### config.mk
export PLATFORM = sky130hd
export DESIGN_NAME = fetch_controller
export DESIGN_NICKNAME = d
export VERILOG_FILES = /design/src/rtl/fetch_controller.sv
export SDC_FILE = /design/constraint.sdc
export NUM_CORES = 1
export LEC_CHECK = 0
export CAP_MARGIN = 20
export CORE_MARGIN = 2
export CORE_UTILIZATION = 30
export CTS_CLUSTER_DIAMETER = 80
export DETAILED_ROUTE_END_ITERATION = 8
export PLACE_DENSITY = 0.62
export SLEW_MARGIN = 20
export SYNTH_ARGS = -nofsm -noshare
export SYNTH_HDL_FRONTEND = slang
export SYNTH_SLANG_ARGS = --single-unit
### constraint.sdc
create_clock -name clk -period 4.16 [get_ports clk]
set_input_delay 1.04 -clock clk [delete_from_list [all_inputs] [get_ports clk]]
set_output_delay 1.04 -clock clk [all_outputs]
set_load 0.1 [all_outputs]
### src/rtl/fetch_controller.sv
// Instruction fetch sequencer for the 5-stage RV32I pipeline: owns PCF, runs a
// single-outstanding req/gnt/rvalid handshake and drives the IF/ID register.
module fetch_controller #(
  parameter logic [31:0] RESET_PC  = 32'h0000_0000,
  parameter logic [31:0] NOP_INSTR = 32'h0000_0013
) (
  input  logic        clk,
  input  logic        rst,
  input  logic        StallF,
  input  logic        PCSrcE,
  input  logic [31:0] PCTargetE,
  output logic        imem_req,
  output logic [31:0] imem_addr,
  input  logic        imem_gnt,
  input  logic        imem_rvalid,
  input  logic [31:0] imem_rdata,
  output logic [31:0] PCF,
  output logic [31:0] InstrD,
  output logic [31:0] PCD,
  output logic [31:0] PCPlus4D,
  output logic        ValidD
);

  typedef enum logic [1:0] {
    S_REQ,
    S_WAIT,
    S_HOLD,
    S_DISCARD
  } state_t;

  state_t      state;
  state_t      state_next;
  logic [31:0] hold_buf;
  logic        deliver;
  logic        capture;
  logic [31:0] deliver_word;
  logic [31:0] redirect_pc;
  logic [31:0] pc_plus4;

  assign redirect_pc = {PCTargetE[31:2], 2'b00};
  assign pc_plus4    = PCF + 32'd4;
  assign imem_req    = (state == S_REQ) && !rst;
  assign imem_addr   = PCF;

  always_comb begin
    state_next   = state;
    deliver      = 1'b0;
    capture      = 1'b0;
    deliver_word = imem_rdata;

    if (PCSrcE) begin
      // A granted but unanswered request must still be drained, so the
      // redirect parks in DISCARD until its stale response shows up.
      unique case (state)
        S_REQ:     state_next = imem_gnt    ? S_DISCARD : S_REQ;
        S_WAIT:    state_next = imem_rvalid ? S_REQ     : S_DISCARD;
        S_HOLD:    state_next = S_REQ;
        S_DISCARD: state_next = imem_rvalid ? S_REQ     : S_DISCARD;
      endcase
    end else begin
      unique case (state)
        S_REQ: begin
          if (imem_gnt) state_next = S_WAIT;
        end
        S_WAIT: begin
          if (imem_rvalid) begin
            if (StallF) begin
              capture    = 1'b1;
              state_next = S_HOLD;
            end else begin
              deliver    = 1'b1;
              state_next = S_REQ;
            end
          end
        end
        S_HOLD: begin
          if (!StallF) begin
            deliver      = 1'b1;
            deliver_word = hold_buf;
            state_next   = S_REQ;
          end
        end
        S_DISCARD: begin
          if (imem_rvalid) state_next = S_REQ;
        end
      endcase
    end
  end

  always_ff @(posedge clk) begin
    if (rst) begin
      state    <= S_REQ;
      PCF      <= RESET_PC;
      hold_buf <= '0;
      InstrD   <= NOP_INSTR;
      PCD      <= '0;
      PCPlus4D <= '0;
      ValidD   <= 1'b0;
    end else begin
      state <= state_next;
      if (capture) hold_buf <= imem_rdata;

      if (PCSrcE) begin
        PCF    <= redirect_pc;
        InstrD <= NOP_INSTR;
        ValidD <= 1'b0;
      end else if (deliver) begin
        InstrD   <= deliver_word;
        PCD      <= PCF;
        PCPlus4D <= pc_plus4;
        ValidD   <= 1'b1;
        PCF      <= pc_plus4;
      end else if (!StallF) begin
        ValidD <= 1'b0;
      end
    end
  end

endmodule
==> results.md <==
Status:
- The run finished with clean final reports.

Clock network:
- The clock latency reported for the late side of the worst-skew pair is 0.42 ns.
- TritonCTS built the clock tree.
- The number of resized instances in the post-cts repair step is 0.
- The cell sitting at the root of the clock tree is a clkbuf_16.
- The total number of clock tree sinks is 157.
- The longest clock path from root to sink contains 2 buffers.
- The number of buffers inserted for hold repair after clock tree synthesis is 0.
- Clock tree synthesis inserted a total of 17 buffers.
- The clock-pin slew on the worst setup and hold paths is 0.06 ns.
- The buffer count from post-CTS setup fixing is 0.
- The number of H-tree levels is 4.

Yosys:
- After synthesis, the most frequently instantiated cells are 157 x dfxtp_1, 154 x nand2_1, 86 x nor2_1.
- The sequential share of the synthesized area is 42.3%.
- The library cell with the highest instance count after synthesis is dfxtp_1.
- The synthesized flop and latch total is 157.
- After synthesis, the netlist uses 52 different library cells.
- The mean instance size in the synthesized netlist is 8.16 sq um.
- During synthesis, Yosys emitted a total of 0 warnings.
- Counting flops with an async set or reset pin after synthesis yields a share of 0%.
- The synthesized design contains 0 enable-type register cells.
- The synthesized netlist occupies a cell area of 0.00743 sq mm.
- By area the synthesized netlist is led by dfxtp_1 42%, nand2_1 7.8%, a211oi_1 5.7%.
- The area share of the largest cell type after synthesis is 42.3%.
- The dominant synthesized flop cell is dfxtp_1.
- dfxtp_1 takes more of the synthesized area than any other cell.
- Synthesis handed over a netlist of 910 instances.

Worst setup path:
- Counting both buffers and inverters, the worst setup path holds a total of 1.
- The classification of the worst setup path is reg -> out.
- The family with the most delay on the worst path is buffers and inverters.
- The type of origin of the critical path is a register.
- The critical path depth is 1.
- The most critical setup path has its endpoint at imem_addr[17].
- The worst-case register-to-register setup slack is 1.43 ns.
- In this run the worst path has a maximum fanout of 14.
- The worst setup path startpoint is PCF[17].
- The length in cells of the worst reg-to-reg path is 5.
- For the worst setup path, the data arrival time is 2.37 ns.
- The master of the slowest instance on the critical path is clkdlybuf4s50_1.
- Walking the worst path, the cells encountered are clkdlybuf4s50_1.
- The origin of the critical flop-to-flop path is PCF[2].
- The delay contributed by the slowest stage of the critical path is 1.25 ns.
- STA classifies the critical path endpoint as an output pin.
- The required time at the endpoint of the critical path is 3.12 ns.
- The capture instance of the worst register-to-register path is PCF[30].

STA:
- The clock arrives with 0.00804 ns of skew.
- The number of max-slew violations in the final report is 0.
- The relative slew slack is 28.6%.
- Setup violations remaining at the end of the flow were counted as 0.
- At the pin with the least slew margin, the transition time is 1.07 ns.
- Setup repair after global routing left no endpoint under its margin.
- The hold violation total from the final report is 0.
- Derived from the worst setup path, the maximum achievable clock frequency is 293 MHz.
- The part of the cycle the worst path needs is 81.9%.
- Counting I/O delays and the setup requirement, the final critical path takes 3.41 ns.
- After routing, the total negative slack on setup checks comes to 0 ns.

Global routing:
- The initial antenna violation count is 0.
- The pin count of the biggest net entering global routing is 93.
- The overall track demand over capacity in global routing is 17.7%.
- The first global-routing pass estimated 36.5 mm of wire.
- The via count of the first global-routing pass came to 6560.
- The remaining global-route overflow is 0.

Min path:
- The min-delay analysis places its worst path in the category reg -> reg.
- The number of cells traversed by the worst hold path is 2.

Cells and area:
- The net total in the final layout is 1129.
- Fill cells in the final layout number 2484.
- The final standard cell count with taps included and fillers excluded is 1389.
- The total inserted antenna cells is 0.
- The final instance area is 0.0102 sq mm.
- Across the whole layout, storage elements account for 0.00314 sq mm.
- The end-of-flow core utilization is 42.0%.
- The combined area of the multi-input logic cells is 0.00364 sq mm.
- Of the cells placed in the final design, the portion with a size suffix greater than 1 is 6.10%.
- Compared with the post-synthesis result, the final layout area differs by 37.3%.

Floorplanning:
- The overall die width is 161 microns.
- The floorplan has 57 rows.
- The starting utilization of the core area is 30.5%.
- The die covers 0.0260 sq mm.
- 232 I/O pins were placed.
- In this run the standard cell core region covers 0.0243 sq mm.
- Measured along the y axis, the die boundary spans 161 microns.

Flow run:
- The tool flagged a number of max-cap violations equal to 0.

Power and ir drop:
- VDD sags by at most 286 uV.
- Summed over all cells, the static leakage comes to 3.51 nW.
- The internal power consumption is 2.77 mW.
- Of the total power, the clock network draws 38.9%.
- The switching power of the nets is 1.40 mW.
- The part of the total power dissipated in sequential elements is 39.0%.
- The total power per unit cell area is 409 mW/mm^2.
- The design draws 4.17 mW.
- The combinational group share of total power is 22.1%.
- The switching fraction of total power is 33.6%.

Place:
- Once detailed placement completed, the half-perimeter wirelength came to 15.6 mm.
- The cell count after placement is 1358.
- Summing all placed instances gives a cell area of 0.00960 sq mm.
- Routability-driven placement finished with a final weighted congestion of 0.754.
- Input and output buffers added on the ports amount to 221.

Drt:
- The total via count in the routed design is 6987.
- The detailed-route wire length per cell is 16.6 microns.
- The DRC violation total after the first TritonRoute iteration is 548.
- The wire length reported by the detailed router is 23.1 mm.
- After detailed routing, the number of remaining DRC violations is 0.
- In the routed layout, each cell is associated on average with a via count of 5.03.
- The count of nets left with antenna violations after detail routing is 0.
- The pre-antenna-repair detailed-routing pass consisted of 5 iterations.
## layer usage
layer / up-vias / track usage, % / wire length, microns
li1: 3469 / - / -
met1: 3240 / 22.7 / 10400
met2: 247 / 27.7 / 10400
met3: 31 / 6.21 / 1890
met4: 0 / 5.72 / 483
met5: - / 0 / 0
## worst min path at each step
stage,from,endpoint,slack [ns]
final,hold_buf[23],hold_buf[23],0.45
after global routing,hold_buf[16],hold_buf[16],0.47
after CTS,PCPlus4D[3],PCPlus4D[3],0.45
after detailed placement,PCPlus4D[3],PCPlus4D[3],0.45
after global placement,hold_buf[7],hold_buf[7],0.44
after floorplan,hold_buf[0],hold_buf[0],0.44
## sequential cells by signal, summed over array words and instances, names as in the netlist
signal	count
PCD	30
PCF	30
ValidD	1
hold_buf	32
PCPlus4D	30
state	2
InstrD	32
## cell type report
cell class | count | share of cell area, %
Inverter | 17 | 0.625
Tap cell | 324 | 3.97
Timing Repair Buffer | 239 | 23.1
Sequential cell | 157 | 30.8
Clock buffer | 21 | 4.51
Clock inverter | 10 | 1.36
Multi-Input combinational cell | 621 | 35.6
## per-stage QoR
step / worst slack, ns / hold WS, ns
floorplan: 0.359 / 0.436
global placement: 0.691 / 0.441
detailed placement: 0.679 / 0.446
CTS: 0.747 / 0.455
global route: 0.661 / 0.470
finish: 0.753 / 0.453
## layout by cell type, fill, tap and decap left out, types with 3 or more instances in the layout
cell type        count
a221oi_1             7
xnor2_1             14
or3_1                7
o31a_1               3
nor3_1               9
nand3_1             15
nand4_1             16
clkdlybuf4s50_1    219
o211ai_1             7
clkbuf_16           17
a211oi_1            56
nor4_1              12
a21oi_1             72
buf_4               19
and2_1               3
nor2_1              85
a31oi_1              3
or4_2                3
o31ai_1             13
inv_1               17
a2111oi_0            4
conb_1               8
bufinv_16            3
o21ai_0             14
nor2b_1              3
and3_1               4
or4_1               10
nand2_1            154
nand2b_1             3
mux2i_1             32
and4_1               9
a311oi_1            19
ha_1                 6
xor2_1               7
clkinv_2             3
dfxtp_1            157
## logic make-up (layout without fill, tap and decap cells)
logic type               Yosys count  after routing  synth area share, %
other                              1              8               0.0505
adder cells (fa/ha/maj)            6              6                 1.01
flip-flops                       157            157                 42.3
AO/OA/AOI/OAI                    207            207                 18.7
XOR/XNOR                          21             21                 2.48
multiplexers                      32             32                 4.31
AND/OR/NAND/NOR                  347            347                 21.8
buffers and inverters            139            287                 9.31
## power groups by stage
stage / clock network, mW / logic, mW / registers, mW
6_report: 1.62 / 0.923 / 1.63
5_1_grt: 1.73 / 0.971 / 1.64
4_1_cts: 1.66 / 0.930 / 1.63
3_5_place_dp: 0 / 0.928 / 1.66
3_3_place_gp: 0 / 0.923 / 1.66
2_1_floorplan: 0 / 0.462 / 1.89
## worst reg2reg max path: stages, from the launching register on
cell	delay (ns)
dfxtp_1	0.51
ha_1	0.29
and3_1	0.43
nand4_1	0.51
or4_1	0.65
a311oi_1	0.25
No activity file was read; power rests on OpenSTA's default activity.
==> RTL edit (same flow settings) <==
Set the parameter `NOP_INSTR` to 32'h0000000E (it was 32'h0000_0013).
--- a/src/rtl/fetch_controller.sv
+++ b/src/rtl/fetch_controller.sv
@@ -4,3 +4,3 @@
   parameter logic [31:0] RESET_PC  = 32'h0000_0000,
-  parameter logic [31:0] NOP_INSTR = 32'h0000_0013
+  parameter logic [31:0] NOP_INSTR = 32'h0000000E
 ) (
Formal check against the unedited RTL: not equivalent (a bounded check fails within 4 cycles, from zero or initial values and one cycle with rst high).
==> RTL edit against the original RTL <==
- hold slack about the same
- clock skew increased by 0.0043 ns
- power increased by 0.63%
- first-iteration DRC count decreased by 22%
- final area increased by 0.82%
- sequential cell count unchanged
- non-clock buffer count decreased by 4
- routed wire length increased by 1.3%
- setup slack improved by 0.041 ns
- area after synthesis increased by 1.6%
- cell count decreased by 0.22%
- highest routed layer is now met5
==> RTL edit: results (changes against the original RTL) <==
Outcome
  • Status: finished, final reports clean

Layout
  • Non-clock buffers, area share: 22.7% (-0.38 points)
  • Share of layout cells above drive strength 1: 6.73% (+0.63 points)
  • # diodes: 1 (+1)
  • Comb_multi_in: 619 (-0.32%)
  • Inverters: 12 (-5)
  • Filler instances: 2528 (+1.8%)
  • Clk tree area frac: 5.94% (+0.062 points)
  • Share of cell area taken by multi-input logic gates: 36.3% (+0.69 points)

GRT
  • First-pass GRT wire length: 36.7 mm (+0.51%)
  • Initial antenna violation count: 2 (+2)

Drt
  • Vias: 6957 (-0.43%)
  • Routed length per instance: 16.9 um (+1.5%)

Yosys
  • Compound-gate portion of the synthesized area: 18.8% (+0.093 points)
  • Mux cell area share after synthesis: 4.24% (-0.066 points)
  • Mean post-synth cell area: 8.38 um2 (+2.6%)
  • Ranking of synthesized cells by area: dfxtp_1, nand2_1, a211oi_1, a21oi_1, buf_4

Setup path
  • Crit path largest cell delay: 1.23 ns (-0.02 ns)
  • Worst path arrival time: 2.33 ns (-0.04 ns)

Timing
  • Final setup skew: 0.0123 ns (+0.00429 ns)
  • Pin slew with the least headroom to its limit: 1.03 ns (-0.0330 ns)

Floorplanning
  • Die W: 163 um (+0.76%)

Pwr
  • Leakage power: 3.55 nW (+1.3%)
  • Cell Int Power: 2.72 mW (-1.7%)

Placed design
  • Post-Place Worst Slack: 0.725 ns (+0.0458 ns)
  • Post-DP HPWL: 15.8 mm (+1.4%)
==> RTL edit: per-layer routing <==
| layer | vias up | share of wire [%] |
|---|---|---|
| li1 | 3457 | - |
| met2 | 227 | 46 |
| met3 | 22 | 8.5 |
| met1 | 3249 | 45 |
| met4 | 2 | 0.95 |
| met5 | - | 0.051 |
==> RTL edit: path summary, 6_finish.rpt <==
kind,depth (start not counted),slack (ns),start,to
min reg2reg,2,0.45,hold_buf[1]$_SDFFE_PP0P_,hold_buf[1]$_SDFFE_PP0P_
max,1,0.79,PCF[20]$_SDFFE_PP0P_,PCF[20]
max reg2reg,5,1.53,PCF[3]$_SDFFE_PP0P_,PCPlus4D[28]$_SDFFE_PP0P_
min,2,0.45,hold_buf[1]$_SDFFE_PP0P_,hold_buf[1]$_SDFFE_PP0P_
